$ cat src/rtl/led_pkg.sv
// ============================================================================
// led_pkg : shared types and pattern helpers for the two-LED sequencer
// Revision: 1.0
// ============================================================================
`default_nettype none

package led_pkg;

    typedef enum logic [1:0] {
        MODE_OFF   = 2'd0,
        MODE_ALT   = 2'd1,
        MODE_BLINK = 2'd2,
        MODE_CHASE = 2'd3
    } led_mode_t;

    typedef enum logic [0:0] {
        ST_IDLE = 1'b0,
        ST_RUN  = 1'b1
    } led_state_t;

    function automatic logic [1:0] led_init(input led_mode_t mode);
        case (mode)
            MODE_ALT:   return 2'b01;
            MODE_BLINK: return 2'b11;
            MODE_CHASE: return 2'b01;
            default:    return 2'b00;
        endcase
    endfunction

    // Off-sequence values fall back to the mode's start so a pattern always resyncs.
    function automatic logic [1:0] led_next(input led_mode_t mode, input logic [1:0] led);
        logic [1:0] nxt;
        nxt = 2'b00;
        case (mode)
            MODE_ALT:   nxt = (led == 2'b01) ? 2'b10 : 2'b01;
            MODE_BLINK: nxt = (led == 2'b11) ? 2'b00 : 2'b11;
            MODE_CHASE: begin
                case (led)
                    2'b01:   nxt = 2'b11;
                    2'b11:   nxt = 2'b10;
                    2'b10:   nxt = 2'b00;
                    default: nxt = 2'b01;
                endcase
            end
            default:    nxt = 2'b00;
        endcase
        return nxt;
    endfunction

endpackage

`default_nettype wire

$ cat src/rtl/led_tick_gen.sv
// ============================================================================
// led_tick_gen : step prescaler, one-cycle tick every TICK_CNT enabled cycles
// Revision: 1.0
// ============================================================================
`default_nettype none

module led_tick_gen #(
    parameter int TICK_CNT = 25_000_000,
    parameter int CW       = 25
) (
    input  logic clk,
    input  logic rst,
    input  logic clr,
    input  logic en,
    output logic tick
);

    localparam logic [CW-1:0] C_LAST = CW'(TICK_CNT - 1);

    logic [CW-1:0] cnt_q;
    logic [CW-1:0] cnt_d;

    always_comb begin
        cnt_d = cnt_q;
        if (clr) begin
            cnt_d = '0;
        end else if (en) begin
            cnt_d = (cnt_q == C_LAST) ? '0 : cnt_q + CW'(1);
        end
    end

    always_ff @(posedge clk) begin
        if (rst) begin
            cnt_q <= '0;
        end else begin
            cnt_q <= cnt_d;
        end
    end

    assign tick = en && !rst && !clr && (cnt_q == C_LAST);

endmodule

`default_nettype wire

$ cat src/rtl/led_seq_ctrl.sv
// ============================================================================
// led_seq_ctrl : LED pattern sequencer; mode requests take effect on step ticks
// Revision: 1.0
// ============================================================================
`default_nettype none

module led_seq_ctrl
    import led_pkg::*;
#(
    parameter int TICK_CNT = 25_000_000,
    parameter int CW       = 25
) (
    input  logic       clk,
    input  logic       rst,
    input  logic       en,
    input  logic       mode_valid,
    input  logic [1:0] mode_data,
    output logic       mode_ready,
    output logic [1:0] led,
    output logic       tick,
    output logic       busy
);

    led_state_t state_q;
    led_mode_t  mode_q;
    led_mode_t  pend_mode_q;
    logic       pend_q;
    logic [1:0] led_q;
    logic       busy_q;

    logic       w_tick;
    logic       w_accept;
    led_mode_t  w_req_mode;

    assign mode_ready = !rst && !pend_q;
    assign w_accept   = mode_valid && mode_ready;
    assign w_req_mode = led_mode_t'(mode_data);

    led_tick_gen #(
        .TICK_CNT (TICK_CNT),
        .CW       (CW)
    ) u_tick_gen (
        .clk  (clk),
        .rst  (rst),
        .clr  (state_q == ST_IDLE),
        .en   (en),
        .tick (w_tick)
    );

    always_ff @(posedge clk) begin
        if (rst) begin
            state_q     <= ST_IDLE;
            mode_q      <= MODE_OFF;
            pend_mode_q <= MODE_OFF;
            pend_q      <= 1'b0;
            led_q       <= 2'b00;
            busy_q      <= 1'b0;
        end else begin
            case (state_q)
                ST_IDLE: begin
                    led_q <= 2'b00;
                    if (w_accept && (w_req_mode != MODE_OFF)) begin
                        mode_q  <= w_req_mode;
                        led_q   <= led_init(w_req_mode);
                        state_q <= ST_RUN;
                        busy_q  <= 1'b1;
                    end
                end
                ST_RUN: begin
                    // A request accepted on a tick cycle only lands in pend here,
                    // so that tick still advances the old pattern.
                    if (w_tick) begin
                        if (!pend_q) begin
                            led_q <= led_next(mode_q, led_q);
                        end else if (pend_mode_q == MODE_OFF) begin
                            led_q   <= 2'b00;
                            state_q <= ST_IDLE;
                            busy_q  <= 1'b0;
                            pend_q  <= 1'b0;
                        end else begin
                            mode_q <= pend_mode_q;
                            led_q  <= led_init(pend_mode_q);
                            pend_q <= 1'b0;
                        end
                    end
                    if (w_accept) begin
                        pend_q      <= 1'b1;
                        pend_mode_q <= w_req_mode;
                    end
                end
                default: begin
                    state_q <= ST_IDLE;
                    led_q   <= 2'b00;
                    busy_q  <= 1'b0;
                end
            endcase
        end
    end

    assign led  = led_q;
    assign busy = busy_q;
    assign tick = w_tick;

endmodule

`default_nettype wire
$ cat config.mk
export PLATFORM = sky130hd
export DESIGN_NAME = led_seq_ctrl
export DESIGN_NICKNAME = d
export VERILOG_FILES = /design/src/rtl/led_pkg.sv /design/src/rtl/led_tick_gen.sv /design/src/rtl/led_seq_ctrl.sv
export SDC_FILE = /design/constraint.sdc
export NUM_CORES = 1
export LEC_CHECK = 0
export CORE_MARGIN = 8
export CORE_UTILIZATION = 43
export DETAILED_ROUTE_END_ITERATION = 16
export HOLD_SLACK_MARGIN = 0.1
export PLACE_DENSITY = 0.7
export SETUP_SLACK_MARGIN = 0.1
export SYNTH_ARGS = -nofsm -noshare
export SYNTH_HDL_FRONTEND = slang
export SYNTH_SLANG_ARGS = --single-unit
export TNS_END_PERCENT = 30
$ cat constraint.sdc
create_clock -name clk -period 3.1 [get_ports clk]
set_clock_uncertainty 0.2 [all_clocks]
set_input_delay 0.31 -clock clk [delete_from_list [all_inputs] [get_ports clk]]
set_output_delay 0.31 -clock clk [all_outputs]
set_load 0.03 [all_outputs]
Word level (Yosys, flattened, before mapping). Cells that the tools add are included.

Memory bits (read-only): 0. Word-level logic and storage cells: 74. Bits in latches: 0. Input port bits: 6. RAM bits: 0. Output and inout port bits: 5. Memories: 0. Flip-flop bits (word level): 34.

Equality and inequality tests: 18. Mux-type cells: 29. Divide/modulo/power cells: 0. $lt $le $gt $ge: 0. $mul: 0. $add $sub $neg: 1. Reductions and logical operators: 18. Shift-type cells: 0. Bitwise logic cells: 1.

Operators by type and width (count): $add 25x1->25 const B (1); $eq 25x25->1 const B (1); $mux 25 (1); $mux 2 (10); $eq 2x2->1 const B (8); $pmux 2 s2 (4); $pmux 2 s3 (2); $mux 1 (10); $eq 2x1->1 const B (4); $reduce_and 4->1 (2); $logic_and 1x1->1 (6); $ne 2x2->1 const B (3); $reduce_or 2->1 (3); $ne 2x1->1 const B (2); $pmux 1 s2 (2); $reduce_and 2->1 (2); $reduce_bool 2->1 (2); $logic_not 1->1 (2); $logic_not 2->1 (1); $not 1->1 (1).

Longest topological paths before layout. Gate-level depths: netlist of the first run.

Depth after elaboration: 7. Depth in mapped cells: 7. Gate-level depth less buffers: 6.

By module. Synthesis of the first run repeated with hierarchy kept, for this count alone.

Cells, all modules: 202. Area total of the unflattened synthesis: 1803.0 µm².

Modules (own cells, without submodules): led_tick_gen (seq. area each 500.5 µm², area each 1282.5 µm², times used 1, cells an instance 144); led_seq_ctrl (seq. area each 180.2 µm², area each 520.5 µm², times used 1, cells an instance 58).

Worst setup path before layout of the first run. OpenSTA, ideal clock, no wires.

Kind: reg2out. Start: register u_tick_gen.cnt_q[8]. End: output port tick. Data required time: 2590 ps. Stages on the path, launching flop included: 6. Buffers on the path: 1. Arrival time: 1711 ps. Slack: 879 ps. Cell sequence: dfxtp_1 > nor4b_1 > nand4_1 > or3_1 > clkbuf_1 > nor2_1.

Longest elaborated chain between the ends: 2.

Ends and longest elaborated chain: start, declared (RTL line led_tick_gen.sv:20) `logic [CW-1:0] cnt_q;`; start signal, assigned (RTL line led_tick_gen.sv:36) `cnt_q <= cnt_d;`; $eq 25x25->1 (RTL line led_tick_gen.sv:40) `assign tick = en && !rst && !clr && (cnt_q == C_LAST);`; $logic_and 1x1->1 (RTL line led_tick_gen.sv:40); end, declared (RTL line led_seq_ctrl.sv:20) `output logic tick,`.

Every way passes these cells.

Worst setup path after layout of the first run.
Start: register u_tick_gen.cnt_q[7]. End: output port tick.

Same word-level chain as after synthesis.

==> reports/summary.md, run 1 <==
The share of the synthesized area in compound gates (AO/OA/AOI/OAI) was 7.485%. Setup repair after global routing left no endpoint under its margin. The tools report the number of buffers on the longest clock path as 2. The run finished with clean final reports. The logs give 209 for the total nets after synthesis and 7.1% for the share of power burned in combinational logic. After filler insertion, the fill cell instance count of the layout stands at 385. The synthesized netlist occupies a cell area of 0.001722 sq mm. Internal power of the cells: 651.3 uW.

The share of synthesized registers carrying an async set or reset was 0%; the initial core utilization was 43.99%. The sequential area share after synthesis was 39.53%; the portion of the clock cycle consumed by the worst path in the final layout was 83.19%. The signal arrival time at the worst endpoint was 2070 ps; the remaining global-route overflow was 0. Including well taps, the total number of placed cells is 257.

The routed design could run at a clock period as short as 2579 ps. The HPWL after detailed placement is 2.325 mm. The cell leakage power was 0.6192 nW; the total die area was 0.006285 sq mm. Post-synthesis sequential element count: 34. The analysis attributes to net switching a power of 196.1 uW. In the final design database the tool counted 221 nets.

The initial antenna violation count is 0, and the cell row count is 23. The die span in y works out to 79.28 um. For the number of nets still failing antenna checks after routing, the log shows 0.

The via count of the first global-routing pass was 1,364. After floorplanning, the core was sized to cover 0.003914 sq mm. TritonCTS built the clock tree. The number of failing hold endpoints at the final stage is 0. In the final layout, the share of cells above drive strength 1 is 8.837%. The number of endpoints failing setup at the final stage is 0, and the via density per instance is 5.230. The clock net in this run drives a total of 34 sinks. Counting every instance in the synthesized netlist gives 202.

The critical path class is reg -> out. After synthesis, the cell types taking the most area are sky130_fd_sc_hd__dfxtp_1 40%, sky130_fd_sc_hd__nor2_1 7.8%, sky130_fd_sc_hd__xnor2_1 7.1%, sky130_fd_sc_hd__xor2_1 4.6%, sky130_fd_sc_hd__nand2_1 3.3%. Detailed routing inserted a total of 1,386 vias. For this design the ratio of total power to cell area is 433.6 mW/mm^2.

The most crowded layer after global routing was met2. For met1 alone, demand over resource in global routing was 14.25%. Along the worst path, the maximum fanout reaches 6.

After detailed routing, the total wire length is 3.268 mm. The simple-gate area share of the yosys netlist is 34.45%. In this run the mean area of a mapped cell was 8.523 sq um. By area, the combinational part of the netlist is dominated by simple AND/OR/NAND/NOR gates.

In the final timing run, aggregate negative setup slack is 0 ps. The depth of the CTS H-tree was 2. The worst setup path is launched from a flip-flop. The violation count after the first detailed-routing iteration is 96, and the post-synthesis mux area share is 2.326%.

The clock reaches the later pin of the worst-skew pair after 280 ps. The count of cells in the finished layout, fillers not included, comes to 265. After clock tree synthesis, the clock-pin slew on the worst setup and hold paths is 70 ps.

For met2 alone, demand over resource in global routing was 18.16%. Timing would allow up to 0.3878 GHz. Across the whole layout, storage elements account for 680.7 sq um. The net switching fraction of the power is 23.14%.

The tool flagged a number of max-cap violations equal to 0. The repair_antennas step left the layout with diodes totalling 0. By count the netlist is led by 36 x sky130_fd_sc_hd__nor2_1, 34 x sky130_fd_sc_hd__dfxtp_1, 15 x sky130_fd_sc_hd__nand2_1. The type of destination of the critical path is a primary output.

Summing all multi-input logic gate instances after layout gives 975.9 sq um. Count of cell types in the netlist: 40. The clock root buffer is sky130_fd_sc_hd__clkbuf_8. After detailed routing, the number of remaining DRC violations is 0. Routability-driven placement finished with a final weighted congestion of 0.8394. Global routing consumed, over all layers together, 11.07% of the routing resources. IR analysis of the VDD net gives a maximum drop of 0.4280 mV. The post-CTS setup repair buffer count is 0. The worst min-delay path category is reg -> reg. The first global-routing pass estimated 5.885 mm of wire. After synthesis, the largest area contributor takes up 39.53% of total cell area. 11 I/O pins were placed. The run gives 56.34% as the worst slew margin relative to its limit. The number of buffers inserted by hold repair at cts came out at 0.

The most common cell in the synthesized netlist is sky130_fd_sc_hd__nor2_1. The first-pass iteration count of the detailed router is 4. The post-detailed-route wirelength per cell was 12.33 um.

The die width was 79.28 um. The number of buffers inserted during clock tree synthesis was 5; the final number of max-transition violations was 0. The prevailing post-synth register cell was sky130_fd_sc_hd__dfxtp_1. Global routing used 3.160% of the available met3 tracks. Summing the areas of all xor and xnor instances in the mapped netlist gives 11.70% of the synthesized area.

Compared with the post-synthesis result, the final layout area differs by 13.52%. Transition time of the tightest slew-check pin: 649.0 ps. The share of total power in the clock network is 39.3%, and the synthesis warning total is 0.

Library cell with the largest summed area after synthesis: sky130_fd_sc_hd__dfxtp_1. The post-synthesis share of cell area spent on full adders, half adders and majority gates works out to 0.7267%. The fraction of power consumed by sequential logic was 53.7%; the number of flops mapped to enable cells by yosys was 0. The quantity of I/O buffers inserted on ports works out to 10.

At the worst endpoint, the required time is 2590 ps. Largest net degree at the start of global routing: 22.
==> power groups by stage <==
stage	Combinational [mW]	Sequential, mW	Clock [mW]
6_report	0.0600	0.455	0.333
2_1_floorplan	0.0358	0.465	0
3_5_place_dp	0.0601	0.464	0
3_3_place_gp	0.0600	0.465	0
4_1_cts	0.0604	0.455	0.339
5_1_grt	0.0672	0.456	0.358
==> registers in the layout (all words and copies together) (netlist names) <==
name	count
pend_q	1
led	2
pend_mode_q	2
mode_q	2
u_tick_gen.cnt_q	25
busy	1
state_q	1
==> layout by cell type (no fill, tap or decap), types with 2 or more instances in the layout <==
master                            count
sky130_fd_sc_hd__a221oi_1             2
sky130_fd_sc_hd__nor4b_1              3
sky130_fd_sc_hd__nor3_1               3
sky130_fd_sc_hd__nand4_1              8
sky130_fd_sc_hd__a21oi_1              8
sky130_fd_sc_hd__nand3_1             10
sky130_fd_sc_hd__o21ai_0              5
sky130_fd_sc_hd__nor2_2               2
sky130_fd_sc_hd__nor2b_1              2
sky130_fd_sc_hd__or3_1                2
sky130_fd_sc_hd__mux2i_1              4
sky130_fd_sc_hd__nand2_1             15
sky130_fd_sc_hd__nand3b_1             2
sky130_fd_sc_hd__buf_4                3
sky130_fd_sc_hd__and4_1               3
sky130_fd_sc_hd__inv_1                5
sky130_fd_sc_hd__nand2b_1             7
sky130_fd_sc_hd__or4_4                2
sky130_fd_sc_hd__nor3_2               2
sky130_fd_sc_hd__nor4_1               2
sky130_fd_sc_hd__clkdlybuf4s50_1      9
sky130_fd_sc_hd__dfxtp_1             34
sky130_fd_sc_hd__xor2_1               9
sky130_fd_sc_hd__nor2_1              36
sky130_fd_sc_hd__xnor2_1             14
sky130_fd_sc_hd__clkbuf_8             6
sky130_fd_sc_hd__and3_1               2
==> cell type report <==
type	count	area share [%]
Multi-Input combinational cell	155	49.94
Sequential cell	34	34.83
Timing Repair Buffer	13	6.402
Clock buffer	7	4.417
Tap cell	50	3.201
Inverter	5	0.9603
Clock inverter	1	0.2561
==> worst paths after layout <==
path / startpoint / endpoint / slack (ps) / cells after the start
setup / recovery: u_tick_gen.cnt_q[7] / tick / 520 / 5
hold / removal: pend_mode_q[0] / pend_mode_q[0] / 290 / 2
setup reg to reg: u_tick_gen.cnt_q[7] / u_tick_gen.cnt_q[9] / 970 / 6
hold reg to reg: pend_mode_q[0] / pend_mode_q[0] / 290 / 2
==> through the flow <==
stage               worst slack [ps]  area, sq um  total power, mW  utilization (%)  hold slack [ps]
floorplan                      879.5         1722           0.5011                -            253.7
global placement               432.4         1861           0.5248            47.54            275.0
detailed placement             424.4         1861           0.5245            47.54            278.8
CTS                            140.5         1952           0.8537            49.87            289.7
global route                   331.0         1954           0.8810            49.94            332.1
finish                         521.2         1954           0.8474            49.94            292.1
==> kinds of logic (layout without fill, tap and decap cells) <==
| kind of cell | count (synthesis) | after routing |
|---|---|---|
| AND/OR/NAND/NOR | 106 | 106 |
| flip-flops | 34 | 34 |
| XOR/XNOR | 23 | 23 |
| AO/OA/AOI/OAI | 21 | 21 |
| buffers and inverters | 13 | 26 |
| multiplexers | 4 | 4 |
| adder cells (fa/ha/maj) | 1 | 1 |
==> metal layers <==
metal / wire [um] / part of all wire, % / vias to the layer above
met5: 0 / 0 / -
met4: 0 / 0 / 0
met3: 111 / 3.4 / 0
met2: 1479 / 45 / 23
met1: 1676 / 51 / 635
li1: - / - / 728
==> critical path, cell delays in order (launching register included) <==
cell	delay (ps)
sky130_fd_sc_hd__dfxtp_1	360
sky130_fd_sc_hd__nor4b_1	350
sky130_fd_sc_hd__nand4_1	210
sky130_fd_sc_hd__or3_1	460
sky130_fd_sc_hd__nor2_1	130
sky130_fd_sc_hd__dlymetal6s2s_1	300
==> what timing repair did <==
item / in CTS / in global routing
hold endpoints to repair: 0 / 0
setup endpoints to repair: 0 / 1
gates resized for setup: 0 / 1
(Power assumes the default switching activity.)
==> inputs of run 2 (changes only) <==
==> constraint.sdc (replaced) <==
create_clock -name clk -period 2.45 [get_ports clk]
set_clock_uncertainty 0.2 [all_clocks]
set_input_delay 0.245 -clock clk [delete_from_list [all_inputs] [get_ports clk]]
set_output_delay 0.245 -clock clk [all_outputs]
set_load 0.03 [all_outputs]
==> run 2 against run 1 <==
Effect of this change: core utilization grew 2.1 points; worst hold slack gained 6.7 ps; sequential share of layout area shrank 1.1 points; combinational power grew 32%; die area is the same; register-to-register slack lost 680 ps; sequential power grew 26%; first-iteration DRC count shrank 3.1%; non-clock buffer count grew 6; routed wire length grew 5.1%; critical path depth is the same; final cell count grew 1.5%; critical path type unchanged.
==> reports/summary.md, run 2 (same netlist as run 1, synthesis figures left out) <==
The run finished with clean final reports. TritonCTS built the clock tree. The worst setup slack after layout came out at 197.6 ps (was 521.2 ps). The signed area change from the synthesized netlist to the final layout was 18.24% (was 13.52%); the cell row count was 23 (unchanged). The remaining global-route overflow came out at 0 (unchanged).

The number of failing hold endpoints at the final stage was 0 (unchanged); the flip-flop count of the largest register, all copies and words added was 25 (unchanged). The critical path class was reg -> out (unchanged). The logs give 3.434 mm (was 3.268 mm) for the final routed wirelength across all metal layers and 1,378 (was 1,364) for the via count of the first global-routing pass. The tools report the clock root buffer as sky130_fd_sc_hd__clkbuf_8 (unchanged). Setup repair after global routing left no endpoint under its margin. Type of destination of the critical path: a primary output (unchanged). The quantity of I/O buffers inserted on ports works out to 10 (unchanged).

The share of post-route cells with drive strength above 1 is 15.07% (was 8.837%), and the placement-stage cell area is 0.001893 sq mm (was 0.001861 sq mm). Cell leakage power: 0.6407 nW (was 0.6192 nW). The commonest non-fill, non-tap cell in the layout is sky130_fd_sc_hd__nor2_1 (unchanged).

The final instance count without filler cells was 269 (was 265). Endpoint of the worst register-to-register path: u_tick_gen.cnt_q[17] (was u_tick_gen.cnt_q[9]). The die width was 79.28 um (unchanged); the critical path required time was 2010 ps (was 2590 ps). The final standard cell area without fillers was 0.002036 sq mm (was 0.001954 sq mm). The largest net degree at the start of global routing came out at 20 (was 22). The tools report the number of buffers inserted by hold repair at cts as 0 (unchanged).

Maximum VDD drop: 0.3296 mV (was 0.4280 mV). The depth of the CTS H-tree was 2 (unchanged); the fraction of power consumed by sequential logic was 54.0% (was 53.7%). Sequential standard cell area: 686.9 sq um (was 680.7 sq um).

The number of buffers inserted during clock tree synthesis is 5 (unchanged). The overall track demand over capacity in global routing was 11.67% (was 11.07%). The final period demand of the worst path is 2252 ps, and the antenna cell count is 0 (unchanged).

The number of max-cap violations is 0 (unchanged), and the violation count after the first detailed-routing iteration is 93 (was 96). The share of power burned in combinational logic is 7.4% (was 7.1%). The placeable core area was 0.003914 sq mm (unchanged); the final-layout setup total negative slack was 0 ps (unchanged).

The logs give 43.99% (unchanged) for the initial core utilization and 0.8729 (was 0.8394) for the global placer's final weighted congestion. The run gives 0.4440 GHz as the achievable frequency. The clock edge transition at the registers on the reported setup and hold paths was 60 ps (was 70 ps). The run gives 2.456 mm (was 2.325 mm) as the estimated wirelength of the detail-placed design. Top library cells by usage in the layout, fill and taps aside: 35 x sky130_fd_sc_hd__nor2_1, 31 x sky130_fd_sc_hd__dfxtp_1, 15 x sky130_fd_sc_hd__nand2_1 (was 36 x sky130_fd_sc_hd__nor2_1, 34 x sky130_fd_sc_hd__dfxtp_1, 15 x sky130_fd_sc_hd__nand2_1). The global-route wire length before repair is 5.968 mm (was 5.885 mm), and the number of nets still failing antenna checks after routing is 0 (unchanged). Worst setup slack for register-to-register paths: 290 ps (was 970 ps). The startpoint of the worst register-to-register path was u_tick_gen.cnt_q[15] (was u_tick_gen.cnt_q[7]). The portion of the clock cycle consumed by the worst path in the final layout is 91.93%, and the final number of max-transition violations is 0 (unchanged).

The worst min-delay path category is reg -> reg (unchanged). Kind of start point of the critical path: a flip-flop (unchanged). The net switching fraction of the power was 23.23% (was 23.14%); the ratio of total power to cell area was 521.9 mW/mm^2 (was 433.6 mW/mm^2).

The share of total power in the clock network was 38.5% (was 39.3%); the first-pass iteration count of the detailed router was 4 (unchanged). The post-detailed-route wirelength per cell is 12.77 um (was 12.33 um), and the depth of the most critical reg-to-reg path is 7 (was 6). The register with the highest flop count was u_tick_gen.cnt_q (unchanged). The insertion delay of the later-clocked pin in the worst-skew pair was 290 ps (was 280 ps). The run gives 68.33% (was 56.34%) as the worst slew margin relative to its limit. Worst hold path endpoint: u_tick_gen.cnt_q[1] (was pend_mode_q[0]). The worst hold slack is 298.8 ps (was 292.1 ps), and the number of sinks driven by the clock tree is 34 (unchanged).

The worst setup timing slack at the placement stage came out at 213.5 ps (was 424.4 ps). The transition time of the tightest slew-check pin is 468.4 ps (was 649.0 ps). The logs give 0.001007 sq mm (was 975.9 sq um) for the footprint of the multi-input gates and 399 (was 385) for the count of filler cells inserted in the layout.

The number of nets in the finished design came out at 227 (was 221). The logs give 0 (unchanged) for the DRC violations left and 0.006285 sq mm (unchanged) for the total die area. The tools report the cell total after placement as 260 (was 257). The tools report the signal arrival time at the worst endpoint as 1810 ps (was 2070 ps). The hold path startpoint is u_tick_gen.cnt_q[1] (was pend_mode_q[0]). The net switching power is 246.8 uW (was 196.1 uW), and the cell depth of the worst min-delay path is 2 (unchanged).

The die span in y was 79.28 um (unchanged); the number of endpoints failing setup at the final stage was 0 (unchanged). The tools report the total number of vias as 1,407 (was 1,386). The logs give 2 (unchanged) for the number of buffers on the longest clock path and 11 (unchanged) for the I/O pin count. The tools report the initial antenna violation count as 0 (unchanged). Internal power of the cells: 815.6 uW (was 651.3 uW).

Via density per instance: 5.230 (about the same). The largest fanout on the critical path is 5 (was 6).
-- run 2: cell count changes in the layout (fill, tap and decap cells not counted), sizes merged --
cell	delta
dlymetal6s2s	-1
clkinv	-1
clkbuf	-1
buf	+7
-- run 2: critical path: stages (launching register included) --
cell,delay [ps]
sky130_fd_sc_hd__dfxtp_4,370
sky130_fd_sc_hd__nor4b_4,290
sky130_fd_sc_hd__nand4_1,190
sky130_fd_sc_hd__or3_4,430
sky130_fd_sc_hd__nor2_2,90
sky130_fd_sc_hd__buf_4,160
-- run 2: area by class of cell --
type	count	share of cell area, %
repair buffers	19	8.728
inverters	5	0.9219
multi-input cells	155	49.48
clock buffers	6	4.057
well taps	50	3.073
flip-flops and latches	34	33.74
-- run 2: worst max-delay path by stage --
| stage | startpoint | slack (ps) | cells after the start | to |
|---|---|---|---|---|
| after floorplan | u_tick_gen.cnt_q[8] | 290 | 5 | tick |
| after global placement | en | 250 | 6 | u_tick_gen.cnt_q[21] |
| after detailed placement | en | 210 | 6 | u_tick_gen.cnt_q[23] |
| after CTS | u_tick_gen.cnt_q[7] | 160 | 5 | tick |
| after global routing | u_tick_gen.cnt_q[15] | 90 | 5 | tick |
| final | u_tick_gen.cnt_q[15] | 200 | 5 | tick |
-- run 2: per-stage QoR --
stage / total power [mW] / util (%)
floorplan: 0.6340 / -
global placement: 0.6666 / 48.37
detailed placement: 0.6664 / 48.37
CTS: 1.076 / 51.12
global route: 1.103 / 52.01
finish: 1.062 / 52.01
-- run 2: power by group through the flow --
stage                     Sequential, mW  Clock [mW]  Combinational [mW]
after CTS                          0.575       0.421              0.0794
after global routing               0.575       0.441              0.0863
final                              0.574       0.409              0.0791
after floorplan                    0.589           0              0.0453
after global placement             0.588           0              0.0788
after detailed placement           0.588           0              0.0788
-- run 2: repair_timing --
action	CTS	global route
cloned	0	0
buffers inserted	1	2
gates resized for setup	3	7
pin swaps	1	3
setup endpoints to repair	1	1
-- run 2: routing by layer --
metal	GRT usage, %	wire, um	share of wire (%)
met3	3.837	144	4.2
met4	4.444	32	0.93
met2	19.15	1645	48
met5	0	0	0
met1	13.75	1611	47
==> RTL change: new RTL, config.mk and constraints of run 2 <==
`CW` is set to 25 in 2 places; all go to 50.
--- a/src/rtl/led_tick_gen.sv
+++ b/src/rtl/led_tick_gen.sv
@@ -6,7 +6,7 @@
 
 module led_tick_gen #(
     parameter int TICK_CNT = 25_000_000,
-    parameter int CW       = 25
+    parameter int CW       = 50
 ) (
     input  logic clk,
     input  logic rst,
--- a/src/rtl/led_seq_ctrl.sv
+++ b/src/rtl/led_seq_ctrl.sv
@@ -8,7 +8,7 @@
     import led_pkg::*;
 #(
     parameter int TICK_CNT = 25_000_000,
-    parameter int CW       = 25
+    parameter int CW       = 50
 ) (
     input  logic       clk,
     input  logic       rst,
Behaviour: same outputs for any inputs over 10 cycles, from zero or initial values and one cycle with rst high; that may be too few to reach the edited logic, so the function may still have changed.
==> RTL change against run 2 <==
  * Wire length up 89%
  * Area after synthesis is 71% higher
  * Global-route usage rose by 2.1 points
  * Sequential cell count up 25
  * Final area is 73% higher
  * Setup slack worse by 0.10 ns
  * Via count is 84% higher
  * Power increased by 81%
  * Die area is 55% higher
  * Count of clock-buffer cells in the layout grew 9
==> RTL change: results (changes against run 2) <==
Status = completed (unchanged)
Met2 usage = 0.211 (was 0.191)
Netlist cell types = 43 (was 40)
Share of layout cells above drive strength 1 = 0.142 (was 0.151)
CP startpoint = u_tick_gen.cnt_q[32] (was u_tick_gen.cnt_q[15])
Routed length on met1 = 3140 um (was 1610 um)
Worst path max stage delay = 0.36 ns (was 0.43 ns)
Worst path slowest cell = dfxtp_1 (was or3_4)
Pre-CTS setup slack = 0.0608 ns (was 0.214 ns)
Number of post-CTS setup repair buffers = 4 (was 1)
DP Wirelength = 4330 um (was 2460 um)
Mapped Nets = 354 (was 209)
GRT Util Overall = 0.138 (was 0.117)
Synth Area in Compound Gates = 0.0528 (was 0.0749)
Max reg flops = 50 (was 25)
GR Layer Usage met1 = 0.178 (was 0.137)
P_leak = 1.09 nW (was 0.641 nW)
Worst EP arrival = 1.91 ns (was 1.81 ns)
TritonRoute pass-1 iters = 5 (was 4)
Family with the most delay on the worst path = simple AND/OR/NAND/NOR gates (unchanged)
Met2 wire len = 3020 um (was 1650 um)
Global-route wire length before repair = 11000 um (was 5970 um)
Clk_lat worst skew = 0.33 ns (was 0.29 ns)
GRT met3 Usage = 0.0352 (was 0.0384)
Post-synthesis mux area share = 0.0170 (was 0.0233)
Final net count = 382 (was 227)
Worst Tran Pin Value = 0.366 ns (was 0.468 ns)
Hold Path Origin = busy (was u_tick_gen.cnt_q[1])
Initial DRC count = 234 (was 93)
Vias = 2595 (was 1407)
Post-Synth Adder-Cell Area = 0.00426 (was 0.00727)
Crit path max fanout = 3 (was 5)
Mean Syn Cell Area = 8.47 um2 (was 8.52 um2)
Register area share after synthesis = 0.402 (was 0.395)
Num CTS Buffers = 9 (was 5)
Dpl cells = 440 (was 260)
Pin count of the biggest net entering global routing = 28 (was 20)
Drt wl/cell = 14.1 um (was 12.8 um)
WL met3 = 272 um (was 144 um)
Largest register by flop count = u_tick_gen.cnt_q (unchanged)
Clk buf depth = 2 (unchanged)
Fillers = 603 (was 399)
Placed Instance Area = 3230 um2 (was 1890 um2)
H-tree levels = 3 (was 2)
VDD IR max = 0.269 mV (was 0.330 mV)
Vias in the first global route = 2356 (was 1378)
Routability Congestion = 0.772 (was 0.873)
==> RTL change: cell count changes in the layout (fill, tap and decap cells not counted), sizes merged, moves of 3 or more <==
cell,change
nand3,+9
nor3,+5
clkbuf,+9
nand2,+3
dfxtp,+25
nand2b,-5
buf,+16
nor4,+25
nand4,+8
and4,+9
nor2,+21
inv,+5
xnor2,+23
==> RTL change: final cells by class <==
| cell class | count | area, um2 | area share |
|---|---|---|---|
| Sequential cell | 59 | 1180 | 0.336 |
| Tap cell | 80 | 100 | 0.0284 |
| Multi-Input combinational cell | 260 | 1690 | 0.481 |
| Clock buffer | 15 | 186 | 0.0530 |
| Timing Repair Buffer | 35 | 314 | 0.0892 |
| Clock inverter | 1 | 5.00 | 0.00142 |
| Inverter | 10 | 37.5 | 0.0107 |
==> RTL change: cells by family (layout without fill, tap and decap cells) <==
logic type | Yosys count | in the layout
simple gates | 183 | 183
flops | 59 | 59
xor+xnor | 48 | 48
buf+inv | 28 | 61
compound gates | 23 | 23
mux | 5 | 5
fa+ha+maj | 1 | 1
==> RTL change: power by group <==
part / internal [mW] / total (mW) / switching [mW]
registers: 0.970 / 0.982 / 0.0115
logic: 0.0484 / 0.106 / 0.0573
clock network: 0.477 / 0.840 / 0.363
==> RTL change: final timing paths <==
| path | end | slack [ns] | cells past startpoint |
|---|---|---|---|
| setup / recovery | tick | 0.1 | 6 |
| hold / removal | busy | 0.26 | 2 |
| setup reg to reg | led[0] | 0.19 | 9 |
| hold reg to reg | busy | 0.26 | 2 |
==> RTL change: worst reg2reg max path, delay by kind of cell (launching register included) <==
family / cells / cell delay, ns
and+or+nand+nor: 3 / 0.76
buffers and inverters: 4 / 0.56
DFF: 1 / 0.36
muxes: 1 / 0.18
AOI/OAI and AO/OA: 1 / 0.08
